[config.mk]
export PLATFORM = sky130hd
export DESIGN_NAME = gbc_dma_engine
export DESIGN_NICKNAME = d
export VERILOG_FILES = /design/src/rtl/gbc_dma_pkg.sv /design/src/rtl/gbc_dma_byte_mover.sv /design/src/rtl/gbc_dma_engine.sv
export SDC_FILE = /design/constraint.sdc
export NUM_CORES = 1
export LEC_CHECK = 0
export CORE_MARGIN = 2
export CORE_UTILIZATION = 49
export CTS_BUF_LIST = sky130_fd_sc_hd__clkbuf_8
export DETAILED_ROUTE_END_ITERATION = 12
export GPL_ROUTABILITY_DRIVEN = 0
export HOLD_SLACK_MARGIN = 0.1
export PLACE_DENSITY_LB_ADDON = 0.2
export SYNTH_ARGS = -nofsm -noshare
export SYNTH_HDL_FRONTEND = slang
export SYNTH_HIERARCHICAL = 1
export SYNTH_SLANG_ARGS = --single-unit
[constraint.sdc]
create_clock -name i_clk -period 3.3 [get_ports i_clk]
set_input_delay 0.66 -clock i_clk [delete_from_list [all_inputs] [get_ports i_clk]]
set_output_delay 0.66 -clock i_clk [all_outputs]
set_load 0.03 [all_outputs]
[src/rtl/gbc_dma_pkg.sv]
// Shared types and constants for the GBC OAM/HDMA engine.
// The byte-mover state encoding and the echo-RAM page remap live here.
package gbc_dma_pkg;

  typedef enum logic [1:0] {
    IDLE,
    RD,
    WR
  } mover_state_t;

  localparam logic [7:0] HDMA_STATUS_IDLE = 8'hFF;
  localparam logic [7:0] ECHO_PAGE_BASE   = 8'hE0;
  localparam logic [7:0] ECHO_PAGE_OFFSET = 8'h20;
  localparam int         OAM_LEN_DEFAULT  = 160;

  // Pages $E0-$FF mirror WRAM at $C0-$DF.
  function automatic logic [7:0] remap_oam_page(input logic [7:0] page);
    return (page >= ECHO_PAGE_BASE) ? page - ECHO_PAGE_OFFSET : page;
  endfunction

endpackage

[src/rtl/gbc_dma_byte_mover.sv]
// One-byte-in-flight read/write handshake engine shared by the OAM and HDMA channels.
// A request is held until its ack; the read byte is latched and replayed as write data.
module gbc_dma_byte_mover
  import gbc_dma_pkg::*;
#(
  parameter int ADDR_W = 16,
  parameter int DATA_W = 8
) (
  input  logic              i_clk,
  input  logic              i_rst,
  input  logic              i_start,
  input  logic [ADDR_W-1:0] i_rd_addr,
  input  logic              i_wr_oam,
  input  logic [13:0]       i_wr_addr,
  output logic              o_idle,
  output logic              o_done,
  output logic              o_rd_req,
  output logic [ADDR_W-1:0] o_rd_addr,
  input  logic              i_rd_ack,
  input  logic [DATA_W-1:0] i_rd_data,
  output logic              o_wr_req,
  output logic              o_wr_oam,
  output logic [13:0]       o_wr_addr,
  output logic [DATA_W-1:0] o_wr_data,
  input  logic              i_wr_ack
);

  mover_state_t      r_state;
  mover_state_t      w_next;
  logic [ADDR_W-1:0] r_rd_addr;
  logic [13:0]       r_wr_addr;
  logic              r_wr_oam;
  logic [DATA_W-1:0] r_wr_data;

  // NOTE: sequential state uses non-blocking assignments so every flop samples pre-edge values.
  always_ff @(posedge i_clk) begin
    if (i_rst) r_state <= IDLE;
    else       r_state <= w_next;
  end

  // NOTE: next-state defaults to the current state first, so no path can infer a latch.
  always_comb begin
    w_next = r_state;
    unique case (r_state)
      IDLE:    if (i_start)  w_next = RD;
      RD:      if (i_rd_ack) w_next = WR;
      WR:      if (i_wr_ack) w_next = IDLE;
      default: w_next = IDLE;
    endcase
  end

  always_ff @(posedge i_clk) begin
    if (i_rst) begin
      r_rd_addr <= '0;
      r_wr_addr <= '0;
      r_wr_oam  <= 1'b0;
      r_wr_data <= '0;
    end else begin
      if (r_state == IDLE && i_start) begin
        r_rd_addr <= i_rd_addr;
        r_wr_addr <= i_wr_addr;
        r_wr_oam  <= i_wr_oam;
      end
      if (r_state == RD && i_rd_ack) r_wr_data <= i_rd_data;
    end
  end

  assign o_idle    = (r_state == IDLE);
  assign o_done    = (r_state == WR) && i_wr_ack;
  assign o_rd_req  = (r_state == RD);
  assign o_wr_req  = (r_state == WR);
  assign o_rd_addr = r_rd_addr;
  assign o_wr_addr = r_wr_addr;
  assign o_wr_oam  = r_wr_oam;
  assign o_wr_data = r_wr_data;

endmodule

[src/rtl/gbc_dma_engine.sv]
// GBC DMA engine: OAM DMA ($FF46) and CGB HDMA ($FF51-$FF55) sharing one byte mover.
// HDMA bytes win arbitration whenever the mover is idle; in-flight bytes always complete.
module gbc_dma_engine
  import gbc_dma_pkg::*;
#(
  parameter int ADDR_W     = 16,
  parameter int DATA_W     = 8,
  parameter int OAM_LEN    = OAM_LEN_DEFAULT,
  parameter int HDMA_BLOCK = 16,
  parameter int LEN_W      = 7
) (
  input  logic              i_clk,
  input  logic              i_rst,
  input  logic              i_oam_start,
  input  logic [7:0]        i_oam_page,
  input  logic [ADDR_W-1:0] i_hdma_src,
  input  logic [12:0]       i_hdma_dst,
  input  logic              i_hdma_ctl_wr,
  input  logic [7:0]        i_hdma_ctl_data,
  input  logic              i_vram_bank,
  input  logic              i_hblank,
  input  logic              i_lcd_on,
  output logic [7:0]        o_hdma_status,
  output logic              o_rd_req,
  output logic [ADDR_W-1:0] o_rd_addr,
  input  logic              i_rd_ack,
  input  logic [DATA_W-1:0] i_rd_data,
  output logic              o_wr_req,
  output logic              o_wr_oam,
  output logic [13:0]       o_wr_addr,
  output logic [DATA_W-1:0] o_wr_data,
  input  logic              i_wr_ack,
  output logic              o_oam_busy,
  output logic              o_cpu_hold
);

  localparam int BLK_W = $clog2(HDMA_BLOCK);

  // OAM channel
  logic              r_oam_busy;
  logic              r_oam_restart;
  logic [7:0]        r_oam_page;
  logic [7:0]        r_oam_idx;

  // HDMA channel
  logic              r_hdma_active;
  logic              r_hdma_hbl;
  logic              r_hdma_run;
  logic              r_hdma_term;
  logic [ADDR_W-1:0] r_hdma_src;
  logic [12:0]       r_hdma_dst;
  logic [LEN_W:0]    r_hdma_rem;
  logic [BLK_W-1:0]  r_blk_cnt;
  logic [7:0]        r_status;
  logic              r_hblank_d;
  logic              r_cur_hdma;

  logic              w_mv_idle;
  logic              w_mv_done;
  logic              w_sel_hdma;
  logic              w_start;
  logic [ADDR_W-1:0] w_rd_addr;
  logic [13:0]       w_wr_addr;
  logic              w_oam_done;
  logic              w_oam_inflight;
  logic              w_hdma_done;
  logic              w_blk_last;
  logic              w_hbl_rise;
  logic [LEN_W:0]    w_rem_dec;
  logic [LEN_W:0]    w_rem_now;
  logic [LEN_W-1:0]  w_rem_m1;

  assign w_sel_hdma = r_hdma_run;
  assign w_start    = w_mv_idle && (r_hdma_run || r_oam_busy);
  assign w_rd_addr  = w_sel_hdma ? r_hdma_src : ADDR_W'({r_oam_page, r_oam_idx});
  assign w_wr_addr  = w_sel_hdma ? {i_vram_bank, r_hdma_dst} : {6'b0, r_oam_idx};

  gbc_dma_byte_mover #(
    .ADDR_W (ADDR_W),
    .DATA_W (DATA_W)
  ) u_mover (
    .i_clk     (i_clk),
    .i_rst     (i_rst),
    .i_start   (w_start),
    .i_rd_addr (w_rd_addr),
    .i_wr_oam  (!w_sel_hdma),
    .i_wr_addr (w_wr_addr),
    .o_idle    (w_mv_idle),
    .o_done    (w_mv_done),
    .o_rd_req  (o_rd_req),
    .o_rd_addr (o_rd_addr),
    .i_rd_ack  (i_rd_ack),
    .i_rd_data (i_rd_data),
    .o_wr_req  (o_wr_req),
    .o_wr_oam  (o_wr_oam),
    .o_wr_addr (o_wr_addr),
    .o_wr_data (o_wr_data),
    .i_wr_ack  (i_wr_ack)
  );

  always_ff @(posedge i_clk) begin
    if (i_rst) r_cur_hdma <= 1'b0;
    else if (w_start) r_cur_hdma <= w_sel_hdma;
  end

  assign w_oam_done     = w_mv_done && !r_cur_hdma;
  assign w_oam_inflight = (!w_mv_idle && !r_cur_hdma) || (w_start && !w_sel_hdma);

  // A restart during an in-flight OAM byte must not let that byte bump the fresh index.
  always_ff @(posedge i_clk) begin
    if (i_rst) begin
      r_oam_busy    <= 1'b0;
      r_oam_restart <= 1'b0;
      r_oam_page    <= '0;
      r_oam_idx     <= '0;
    end else if (i_oam_start) begin
      r_oam_page    <= remap_oam_page(i_oam_page);
      r_oam_idx     <= '0;
      r_oam_busy    <= 1'b1;
      r_oam_restart <= w_oam_inflight && !w_oam_done;
    end else if (w_oam_done) begin
      if (r_oam_restart) begin
        r_oam_idx     <= '0;
        r_oam_restart <= 1'b0;
      end else if (r_oam_idx == 8'(OAM_LEN - 1)) begin
        r_oam_idx  <= '0;
        r_oam_busy <= 1'b0;
      end else begin
        r_oam_idx <= r_oam_idx + 1'b1;
      end
    end
  end

  assign w_hbl_rise  = i_hblank && !r_hblank_d;
  assign w_hdma_done = w_mv_done && r_cur_hdma;
  assign w_blk_last  = w_hdma_done && (r_blk_cnt == '1);
  assign w_rem_dec   = r_hdma_rem - 1'b1;
  assign w_rem_now   = w_blk_last ? w_rem_dec : r_hdma_rem;
  assign w_rem_m1    = LEN_W'(w_rem_now - 1'b1);

  always_ff @(posedge i_clk) begin
    if (i_rst) begin
      r_hdma_active <= 1'b0;
      r_hdma_hbl    <= 1'b0;
      r_hdma_run    <= 1'b0;
      r_hdma_term   <= 1'b0;
      r_hdma_src    <= '0;
      r_hdma_dst    <= '0;
      r_hdma_rem    <= '0;
      r_blk_cnt     <= '0;
      r_status      <= HDMA_STATUS_IDLE;
      r_hblank_d    <= 1'b0;
    end else begin
      r_hblank_d <= i_hblank;
      if (w_hdma_done) begin
        r_hdma_src <= r_hdma_src + 1'b1;
        r_hdma_dst <= r_hdma_dst + 1'b1;
        r_blk_cnt  <= r_blk_cnt + 1'b1;
      end
      if (w_blk_last) begin
        r_hdma_rem <= w_rem_dec;
        if (w_rem_dec == '0) begin
          r_hdma_active <= 1'b0;
          r_hdma_run    <= 1'b0;
          r_hdma_term   <= 1'b0;
          r_status      <= HDMA_STATUS_IDLE;
        end else if (r_hdma_term) begin
          r_hdma_active <= 1'b0;
          r_hdma_run    <= 1'b0;
          r_hdma_term   <= 1'b0;
          r_status      <= 8'({1'b1, w_rem_m1});
        end else begin
          r_hdma_run <= !r_hdma_hbl;
          r_status   <= 8'({1'b0, w_rem_m1});
        end
      end
      if (i_hdma_ctl_wr) begin
        if (!r_hdma_active) begin
          r_hdma_active <= 1'b1;
          r_hdma_hbl    <= i_hdma_ctl_data[7];
          r_hdma_run    <= !i_hdma_ctl_data[7] || !i_lcd_on;
          r_hdma_term   <= 1'b0;
          r_hdma_src    <= i_hdma_src & ~ADDR_W'(HDMA_BLOCK - 1);
          r_hdma_dst    <= i_hdma_dst & ~13'(HDMA_BLOCK - 1);
          r_hdma_rem    <= {1'b0, i_hdma_ctl_data[LEN_W-1:0]} + 1'b1;
          r_blk_cnt     <= '0;
          r_status      <= 8'({1'b0, i_hdma_ctl_data[LEN_W-1:0]});
        end else if (r_hdma_hbl && !i_hdma_ctl_data[7]) begin
          // Stop request: defer to the block boundary if a block is still moving.
          if (r_hdma_run && !w_blk_last) begin
            r_hdma_term <= 1'b1;
          end else if (w_rem_now != '0) begin
            r_hdma_active <= 1'b0;
            r_hdma_run    <= 1'b0;
            r_status      <= 8'({1'b1, w_rem_m1});
          end
        end
      end else if (r_hdma_active && r_hdma_hbl && !r_hdma_run && !r_hdma_term && w_hbl_rise) begin
        r_hdma_run <= 1'b1;
      end
    end
  end

  assign o_hdma_status = r_status;
  assign o_oam_busy    = r_oam_busy;
  assign o_cpu_hold    = r_hdma_run;

endmodule

==> run_results.csv <==
group,metric,value,unit
floorplan,core-area,0.01211,sq mm
worst_hold_path,min_path_cells,2,
sta,drv_slew,0,
sta,worst_slew_pin_slew,770.4,ps
power_and_ir_drop,ir_worst_vdd,0.2217,mV
clock_tree,root_buffer,"clkbuf_8",
sta,max_clock_freq,323.6,MHz
logic_synthesis,synth.yosys.warnings,6,
floorplan,die_area,0.01340,sq mm
sta,fin_tns_setup,0,ps
detailed_routing,dr.pass1.iters,4,
global_route,grtUsageMet2,37.74,%
place,dpl-instance-area,0.007292,sq mm
logic_synthesis,avgSynthCellArea,8.381,sq um
worst_setup_path,r2r_end,"o_hdma_status[3]$_SDFF_PP1_",
logic_synthesis,synth.distinct_cells,63,
detailed_routing,vias_per_cell,5.461,
finish,area_growth,26.20,%
global_route,grt_max_degree,89,
logic_synthesis,syn_nets,801,
sta,setup_ws,209.5,ps
clock_tree,cts_hold_buf,0,
worst_setup_path,end_kind,"register",
sta,maxSlewHeadroom,48.64,%
global_route,grt_pass1_wl,24670,microns
finish,n_fill_cell,1074,
clock_tree,clockBufferDepth,2,
sta,fin_crit,3090,ps
finish,final_area,0.007721,sq mm
detailed_routing,drc,0,
floorplan,dieWidth,115.7,microns
clock_tree,cts_tree,"built",
worst_setup_path,cp_cell_sequence,"clkdlybuf4s50_1 -> and2_1 -> and3_1 -> nand2_1 -> a21oi_1 -> ha_1 -> and2_1 -> a32o_1 -> nand2_1 -> o21ai_0 -> mux2i_1 -> o211ai_1",
detailed_routing,wl_per_cell,15.08,microns
clock_tree,numCtsBuffers,17,
logic_synthesis,ys_ff_latch,114,
finish,diodes,0,
power_and_ir_drop,power_density,458.2,mW/mm^2
worst_setup_path,critPathKind,"input port to register",
worst_setup_path,slowest_stage,"clkdlybuf4s50_1",
place,place_ws,-163.9,ps
detailed_routing,ant_nets,0,
finish,nets,897,
floorplan,rows,40,
logic_synthesis,ys_seq_area_share,37.30,%
clock_tree,htreeDepth,4,
worst_setup_path,regToRegSetupSlack,260,ps
logic_synthesis,synth.largest_area_cell,"dfxtp_1",
worst_hold_path,hp-start,"r_oam_page[5]$_SDFFE_PP0P_",
logic_synthesis,synth_area,0.006118,sq mm
detailed_routing,drt_iter0_drc,458,
clock_tree,cts_sinks,114,
global_route,grt_pass1_vias,5259,
detailed_routing,routed_wl,15190,microns
floorplan,start_util,50.52,%
global_route,met1_usage,29.99,%
floorplan,die_h,115.7,microns
power_and_ir_drop,p_leak,2.864,nW
global_route,grtUsageTotal,23.09,%
finish,final_util,63.75,%
worst_hold_path,holdPathEnd,"r_oam_page[5]$_SDFFE_PP0P_",
job,drv_cap,0,
floorplan,io_pins,113,
global_route,use_met3,5.649,%
finish,drive_gt1_share,8.224,%
logic_synthesis,synthTopCellsByArea,"dfxtp_1 37%, nand2b_1 8.6%, mux2i_1 7.5%, nand2_1 5.0%, nor2_1 4.4%",
worst_setup_path,slowest_delay,490,ps
worst_setup_path,critPathLaunchType,"input port",
global_route,grt_busiest_layer,"met2",
sta,finClkSkew,11.59,ps
clock_tree,cts_setup_buffers,0,
worst_hold_path,worstHoldPathType,"register to register",
clock_tree,cts_resized,0,
logic_synthesis,async_reset_ff_share,0,%
worst_setup_path,rr_worst_depth,13,
sta,period_share,93.65,%
clock_tree,insertion_delay,440,ps
logic_synthesis,yosysMostFrequentCell,"dfxtp_1",
place,hpwlAfterDp,10790,microns
run_status,status,"complete, no violations",
sta,setup_viol,0,
logic_synthesis,synth-edff-count,0,
worst_setup_path,cp_data_required_time,3610,ps
logic_synthesis,dominantRegCellSynth,"dfxtp_1",
place,portBuffers,104,
worst_setup_path,cp_top_family,"simple AND/OR/NAND/NOR gates",
logic_synthesis,synth_cells,730,
logic_synthesis,synthTopCellsByCount,"114 x dfxtp_1, 84 x nand2b_1, 82 x nand2_1, 72 x nor2_1, 46 x mux2i_1",
sta,rsz0062_at_grt,"no",
worst_setup_path,cp_max_fo,6,
sta,final_hold_viol_count,0,
clock_tree,clk_pin_slew,70,ps
detailed_routing,dr_total_vias,5499,
logic_synthesis,yosysTopAreaCellShare,37.30,%
worst_setup_path,cp.arrival,3400,ps
worst_setup_path,worst-path-buf-inv,1,
global_route,antenna_found_initial,0,
global_route,overflow,0,
worst_setup_path,r2r_start,"u_mover/r_state[0]$_SDFFE_PP0P_",
worst max path at each step:
| stage | slack, ps | start | cells past startpoint | end |
|---|---|---|---|---|
| 6_report | 210 | i_wr_ack | 12 | o_hdma_status[3]$_SDFF_PP1_ |
| 5_1_grt | 130 | u_mover/r_state[0]$_SDFFE_PP0P_ | 13 | o_hdma_status[3]$_SDFF_PP1_ |
| 4_1_cts | 270 | i_wr_ack | 12 | o_hdma_status[3]$_SDFF_PP1_ |
| 3_5_place_dp | -160 | i_wr_ack | 12 | o_hdma_status[3]$_SDFF_PP1_ |
| 3_3_place_gp | -60 | i_wr_ack | 12 | o_hdma_status[3]$_SDFF_PP1_ |
| 2_1_floorplan | 10 | u_mover/r_state[0]$_SDFFE_PP0P_ | 14 | o_hdma_status[3]$_SDFF_PP1_ |
cell type report:
cell class	instances	area [sq um]	share of cell area, %
Multi-Input combinational cell	565	3603	46.67
Sequential cell	114	2282	29.56
Timing Repair Buffer	122	1174	15.20
Clock buffer	19	261.5	3.387
Tap cell	168	210.2	2.722
Clock inverter	13	167.7	2.171
Inverter	6	22.52	0.2917
registers in the layout, summed over array words and instances (netlist names):
| signal | count |
|---|---|
| r_hdma_active | 1 |
| r_cur_hdma | 1 |
| r_oam_page | 8 |
| o_cpu_hold | 1 |
| r_hdma_hbl | 1 |
| r_blk_cnt | 4 |
| r_hdma_src | 16 |
| r_oam_idx | 8 |
| r_oam_restart | 1 |
| o_oam_busy | 1 |
| u_mover/o_wr_oam | 1 |
| r_hblank_d | 1 |
| o_hdma_status | 8 |
| u_mover/o_wr_data | 8 |
| r_hdma_rem | 8 |
| u_mover/o_wr_addr | 14 |
| u_mover/o_rd_addr | 16 |
| r_hdma_term | 1 |
| u_mover/r_state | 2 |
| r_hdma_dst | 13 |
where the power goes:
group	switching (mW)	leakage [nW]	internal, mW
clock network	0.555	0.229	0.850
registers	0.0723	0.931	1.44
logic	0.325	1.70	0.292
total	0.952	2.86	2.59
layout by cell type (no fill, tap or decap), types with 5 or more instances in the layout:
cell type / instances
and2_1: 13
nand2b_1: 83
nand2_1: 82
clkbuf_8: 19
nor2b_1: 6
nand4_1: 9
o21ai_0: 15
or3_1: 6
nor4_1: 9
ha_1: 9
dfxtp_1: 114
xnor2_1: 17
buf_4: 19
nand3_1: 22
xor2_1: 27
inv_1: 9
nor3_1: 7
o31ai_1: 5
a21oi_1: 32
a211oi_1: 25
mux2i_1: 46
mux2_2: 8
clkdlybuf4s50_1: 103
nor2_1: 72
a31oi_1: 5
and3_1: 11
cell families after synthesis:
family	after synthesis	share of synthesized area [%]
AOI/OAI and AO/OA	110	12.07
muxes	54	8.998
adders and majority gates	9	1.841
xor gates and xnor gates	44	6.299
DFF	114	37.30
and+or+nand+nor	348	29.65
buffers and inverters	51	3.844
layer usage:
metal	vias up	routed length, microns	part of all wire [%]
li1	2721	-	-
met1	2580	6904	45
met2	172	7115	47
met3	26	902	5.9
met4	0	266	1.8
met5	-	0	0
worst reg2reg max path, stage by stage, from the launching register on:
cell and delay, ps:
dfxtp_1 470, and2b_1 230, and2_1 260, and3_1 230, nand2_1 130, nor2_1 70
a21oi_1 200, ha_1 220, and2_1 130, a32o_1 240, nand2_1 170, o21ai_0 240
mux2i_1 210, o211ai_1 110
through the flow:
| stage | power [mW] | std cells | hold slack, ps |
|---|---|---|---|
| floorplan | 1.952 | 730 | 438.6 |
| global placement | 2.140 | 975 | 448.4 |
| detailed placement | 2.156 | 975 | 459.5 |
| CTS | 3.559 | 1007 | 470.1 |
| global route | 3.683 | 1007 | 481.5 |
| finish | 3.538 | 1007 | 467.6 |
Power figures use the tool's default switching activity.
==> edit 1: new RTL, config.mk and constraints unchanged <==
The 3 states of `mover_state_t` get a one-hot encoding in 3 bits.
--- a/src/rtl/gbc_dma_pkg.sv
+++ b/src/rtl/gbc_dma_pkg.sv
@@ -4,6 +4,6 @@
 
-  typedef enum logic [1:0] {
-    IDLE,
-    RD,
-    WR
+  typedef enum logic [2:0] {
+    IDLE = 3'b001,
+    RD   = 3'b010,
+    WR   = 3'b100
   } mover_state_t;
Behaviour: same outputs for any inputs over 4 cycles, from zero or initial values and one cycle with i_rst high; so few cycles prove little.
==> edit 1 against the original RTL <==
Area after synthesis fell by 5.2%; die area decreased by 5.0%; sequential cell count is 1 higher; worst setup slack better by 0.094 ns; final area shrank 4.0%; critical endpoint unchanged; clock power fell by 7%; total power is 3.4% lower; highest routed layer unchanged; largest power group unchanged; wire length grew 2.1%.
==> edit 1: results (changes against the original RTL) <==
| Metric | Value |
|---|---|
| Post-synth top cells | `144 x nand2_1, 115 x dfxtp_1, 79 x nor2_1, 64 x a21oi_1, 32 x clkbuf_1` |
| Critical path's slowest cell | `dfxtp_1` |
| Layout cells sized above 1 | `9.091% (+0.87 points)` |
| Filler cell count | `990 (-7.8%)` |
| Leak | `2.728 nW (-4.8%)` |
| WP data arrival | `3.30 ns (-0.10 ns)` |
| Status | `complete, no violations` |
| Total Nets Final | `905 (+0.89%)` |
| Worst Skew | `0.007669 ns (-0.003921 ns)` |
| Vias in the first global route | `5319 (+1.1%)` |
| DP Wirelength | `11490 um (+6.4%)` |
| Ranking of synthesized cells by area | `dfxtp_1 40%, nand2_1 9.3%, a21oi_1 5.5%` |
| First-pass GRT wire length | `25450 um (+3.2%)` |
| Largest net degree at the start of global routing | `32 (-64%)` |
| Syn_nets | `805 (+0.50%)` |
| Slew margin rel. | `56.38% (+7.7 points)` |
| IR drop worst, VDD | `315.4 uV (+42%)` |
| Overall routing resource usage | `24.54% (+1.4 points)` |
| DRT iter0 DRCs | `305 (-33%)` |
| Drt wl/cell | `15.67 um (+3.9%)` |
| CP Max Fanout | `10 (+4)` |
| Vias post-DR | `5584 (+1.5%)` |
| TritonRoute pass-1 iters | `5 (+1)` |
| Sequential element share of the synthesized area | `39.70% (+2.4 points)` |
| H-tree depth | `4 (unchanged)` |
edit 1: report_power, final:
part	switching [mW]	total [mW]	internal, mW	leakage (nW)
sequential	0.0789	1.53	1.45	0.939
clock	0.562	1.30	0.740	0.208
combinational	0.327	0.583	0.257	1.58
total	0.967	3.42	2.45	2.73
edit 1: cells by family (layout without fill, tap and decap cells):
group | count (synthesis) | count (layout) | synth area share [%]
AO/OA/AOI/OAI | 143 | 143 | 15.53
XOR/XNOR | 44 | 44 | 6.645
adder cells (fa/ha/maj) | 9 | 9 | 1.942
buffers and inverters | 54 | 167 | 3.905
flip-flops | 115 | 115 | 39.70
multiplexers | 23 | 23 | 4.142
AND/OR/NAND/NOR | 346 | 346 | 28.13
edit 1: metrics by stage:
step                      std cells  worst slack [ns]  area, um2  utilization (%)
final                           990            0.3037       7412            64.64
after global routing            990          0.003529       7412            64.64
after CTS                       990            0.2921       7412            64.64
after detailed placement        958          -0.06999       7014            61.17
after global placement          958           0.01871       7014            61.17
after floorplan                 734           0.04887       5812                -
edit 1: tightest hold or removal path: cells and delay by family (launching register included):
kind | cells | cell delay [ns]
DFF | 1 | 0.31
and+or+nand+nor | 1 | 0.05
AOI/OAI and AO/OA | 1 | 0.05
edit 1: worst paths after layout:
path                        startpoint              endpoint  slack (ns)  cells after the start
hold reg to reg   u_mover/o_wr_addr[2]  u_mover/o_wr_addr[2]        0.46                      2
hold / removal    u_mover/o_wr_addr[2]  u_mover/o_wr_addr[2]        0.46                      2
setup / recovery    u_mover/r_state[2]      o_hdma_status[3]        0.30                     13
setup reg to reg    u_mover/r_state[2]      o_hdma_status[3]        0.30                     13
edit 1: area by class of cell:
type	instances	area share, %
tap	143	2.414
clock inverter	11	1.469
clock buffer	21	3.899
multi-input combinational	565	44.40
sequential	115	31.06
inverter	7	0.3545
timing repair buffer	128	16.41
edit 1: metal layers:
| layer | vias to the layer above | GRT usage (%) | part of all wire (%) |
|---|---|---|---|
| li1 | 2754 | - | - |
| met1 | 2615 | 30.91 | 44 |
| met2 | 188 | 41.60 | 48 |
| met3 | 27 | 5.410 | 6.0 |
| met4 | 0 | 8.537 | 1.9 |
| met5 | - | 0 | 0 |
==> edit 2: new RTL, same settings <==
Without the edit above. `ADDR_W` is set to 16 in 2 places; all go to 15.
--- a/src/rtl/gbc_dma_byte_mover.sv
+++ b/src/rtl/gbc_dma_byte_mover.sv
@@ -5,3 +5,3 @@
 #(
-  parameter int ADDR_W = 16,
+  parameter int ADDR_W = 15,
   parameter int DATA_W = 8
--- a/src/rtl/gbc_dma_engine.sv
+++ b/src/rtl/gbc_dma_engine.sv
@@ -5,3 +5,3 @@
 #(
-  parameter int ADDR_W     = 16,
+  parameter int ADDR_W     = 15,
   parameter int DATA_W     = 8,
Ports: changed (resized i_hdma_src and o_rd_addr); port bits go from 113 to 111. The function was not compared with the original's and may differ.
==> edit 2 against the original RTL <==
Sequential cell count decreased by 3; wire length is 3.0% lower; clock skew decreased by 0.0015 ns; final area is 3.7% lower; sequential share of layout area is 0.32 points higher; worst setup slack improved by 0.14 ns; total power shrank 10%; area after synthesis is 1.0% lower; via count fell by 3.3%; first-iteration DRC count down 47%; critical path depth is 3 lower; global-route usage fell by 0.34 points.
==> edit 2: results (changes against the original RTL) <==
| Metric | Value |
|---|---|
| Worst Skew | `0.01011 ns (-0.001485 ns)` |
| H-tree depth | `3 (-1)` |
| CP Max Fanout | `8 (+2)` |
| First-pass GRT wire length | `24290 um (-1.5%)` |
| Area after DPL | `7184 um2 (-1.5%)` |
| Vias/cell | `5.431 (-0.54%)` |
| Leak | `2.746 nW (-4.1%)` |
| Status | `complete, no violations` |
| Slew margin rel. | `48.10% (-0.54 points)` |
| Clock slew at reported path FFs | `0.11 ns (+0.04 ns)` |
| Sequential element share of the synthesized area | `36.70% (-0.60 points)` |
| FF-to-FF Start | `r_hdma_rem[0]` |
| Post-synthesis xor/xnor area fraction | `6.510% (+0.21 points)` |
| CP top delay family | `compound AO/OA/AOI/OAI gates` |
| Root buffer cell | `clkbuf_8` |
| Synth warnings | `6 (unchanged)` |
| CP peak stage delay | `0.49 ns (about the same)` |
| Post-synth top cells | `111 x dfxtp_1, 83 x nand2b_1, 82 x nand2_1, 74 x nor2_1, 46 x mux2i_1` |
| Post-CTS Setup Bufs | `0 (unchanged)` |
| Clock latency at the later pin of the worst-skew pair | `0.38 ns (-0.06 ns)` |
| Adder-Cell Fraction of Synth Area | `1.653% (-0.19 points)` |
| Inserted Diodes | `0 (unchanged)` |
| Initial antenna violation count | `0 (unchanged)` |
| Setup slack at placement | `0.002155 ns (+0.1661 ns)` |
| Ys async rst share | `0% (unchanged)` |
| Compound-Gate Fraction of Synth Area | `12.77% (+0.71 points)` |
| FP Rows | `40 (unchanged)` |
| DP Wirelength | `10920 um (+1.2%)` |
| Post-CTS resize count | `0 (unchanged)` |
| Worst Setup SP | `i_wr_ack` |
| Yosys cell types | `65 (+3.2%)` |
| Syn_nets | `790 (-1.4%)` |
| Mux share of post-synthesis cell area | `8.907% (-0.091 points)` |
| Total routed wirelength | `14730 um (-3.0%)` |
| Top_reg_cell synth | `dfxtp_1` |
| PortBufs | `102 (-1.9%)` |
| Ranking of synthesized cells by area | `dfxtp_1 37%, nand2b_1 8.6%, mux2i_1 7.6%` |
| TritonRoute pass-1 iters | `4 (unchanged)` |
| Total CTS buffers | `9 (-8)` |
| Critical path's slowest cell | `clkdlybuf4s50_1` |
| WP data arrival | `3.23 ns (-0.17 ns)` |
| Overall routing resource usage | `22.75% (-0.34 points)` |
| Clk buf depth | `2 (unchanged)` |
| DRT iter0 DRCs | `245 (-47%)` |
| Layout cells sized above 1 | `6.535% (-1.7 points)` |
| Largest net degree at the start of global routing | `95 (+6.7%)` |
| Int Pwr | `2.259 mW (-13%)` |
| Hold WC Path Type | `register to register` |
| Total Nets Final | `875 (-2.5%)` |
| Hold_sp | `u_mover/o_wr_addr[6]` |
| Vias in the first global route | `5193 (-1.3%)` |
| IR drop worst, VDD | `204.3 uV (-7.9%)` |
[edit 2: power groups by stage]
stage | sequential [mW] | clock [mW] | combinational, mW
final | 1.50 | 1.01 | 0.668
after global routing | 1.51 | 1.08 | 0.722
after CTS | 1.49 | 1.04 | 0.669
after detailed placement | 1.53 | 0 | 0.665
after global placement | 1.52 | 0 | 0.649
after floorplan | 1.54 | 0 | 0.438
[edit 2: layout make-up]
cell class / count / area, um2
clock buffer: 10 / 137.6
clock inverter: 6 / 116.4
fill: 1084 / 4623
inverter: 8 / 30.03
multi-input combinational: 558 / 3573
sequential: 111 / 2222
tap: 168 / 210.2
timing repair buffer: 118 / 1149
[edit 2: metrics by stage]
stage	utilization [%]	total power, mW	std cells	hold slack (ns)
2_1_floorplan	-	1.978	721	0.4386
3_3_place_gp	59.56	2.169	963	0.4521
3_5_place_dp	59.56	2.190	963	0.4604
4_1_cts	61.67	3.200	979	0.4793
5_1_grt	61.67	3.314	979	0.4954
6_report	61.67	3.175	979	0.4763
[edit 2: layer usage]
layer / GRT usage, % / wire length, um / up-vias
met2: 39.29 / 7117 / 153
met5: 0 / 0 / -
li1: - / - / 2670
met4: 10.52 / 444 / 0
met3: 3.321 / 684 / 35
met1: 27.98 / 6487 / 2459
[edit 2: worst paths after layout]
kind	to	slack [ns]	cells after the start
worst max-delay path	o_hdma_status[3]	0.35	9
worst min-delay path	u_mover/o_wr_addr[6]	0.48	2
worst max register to register	o_hdma_status[3]	0.38	9
worst min register to register	u_mover/o_wr_addr[6]	0.48	2
[edit 2: worst min-delay path, delay by kind of cell (launching register included)]
family	cells	cell delay, ns
flops	1	0.33
simple gates	1	0.06
mux	1	0.05
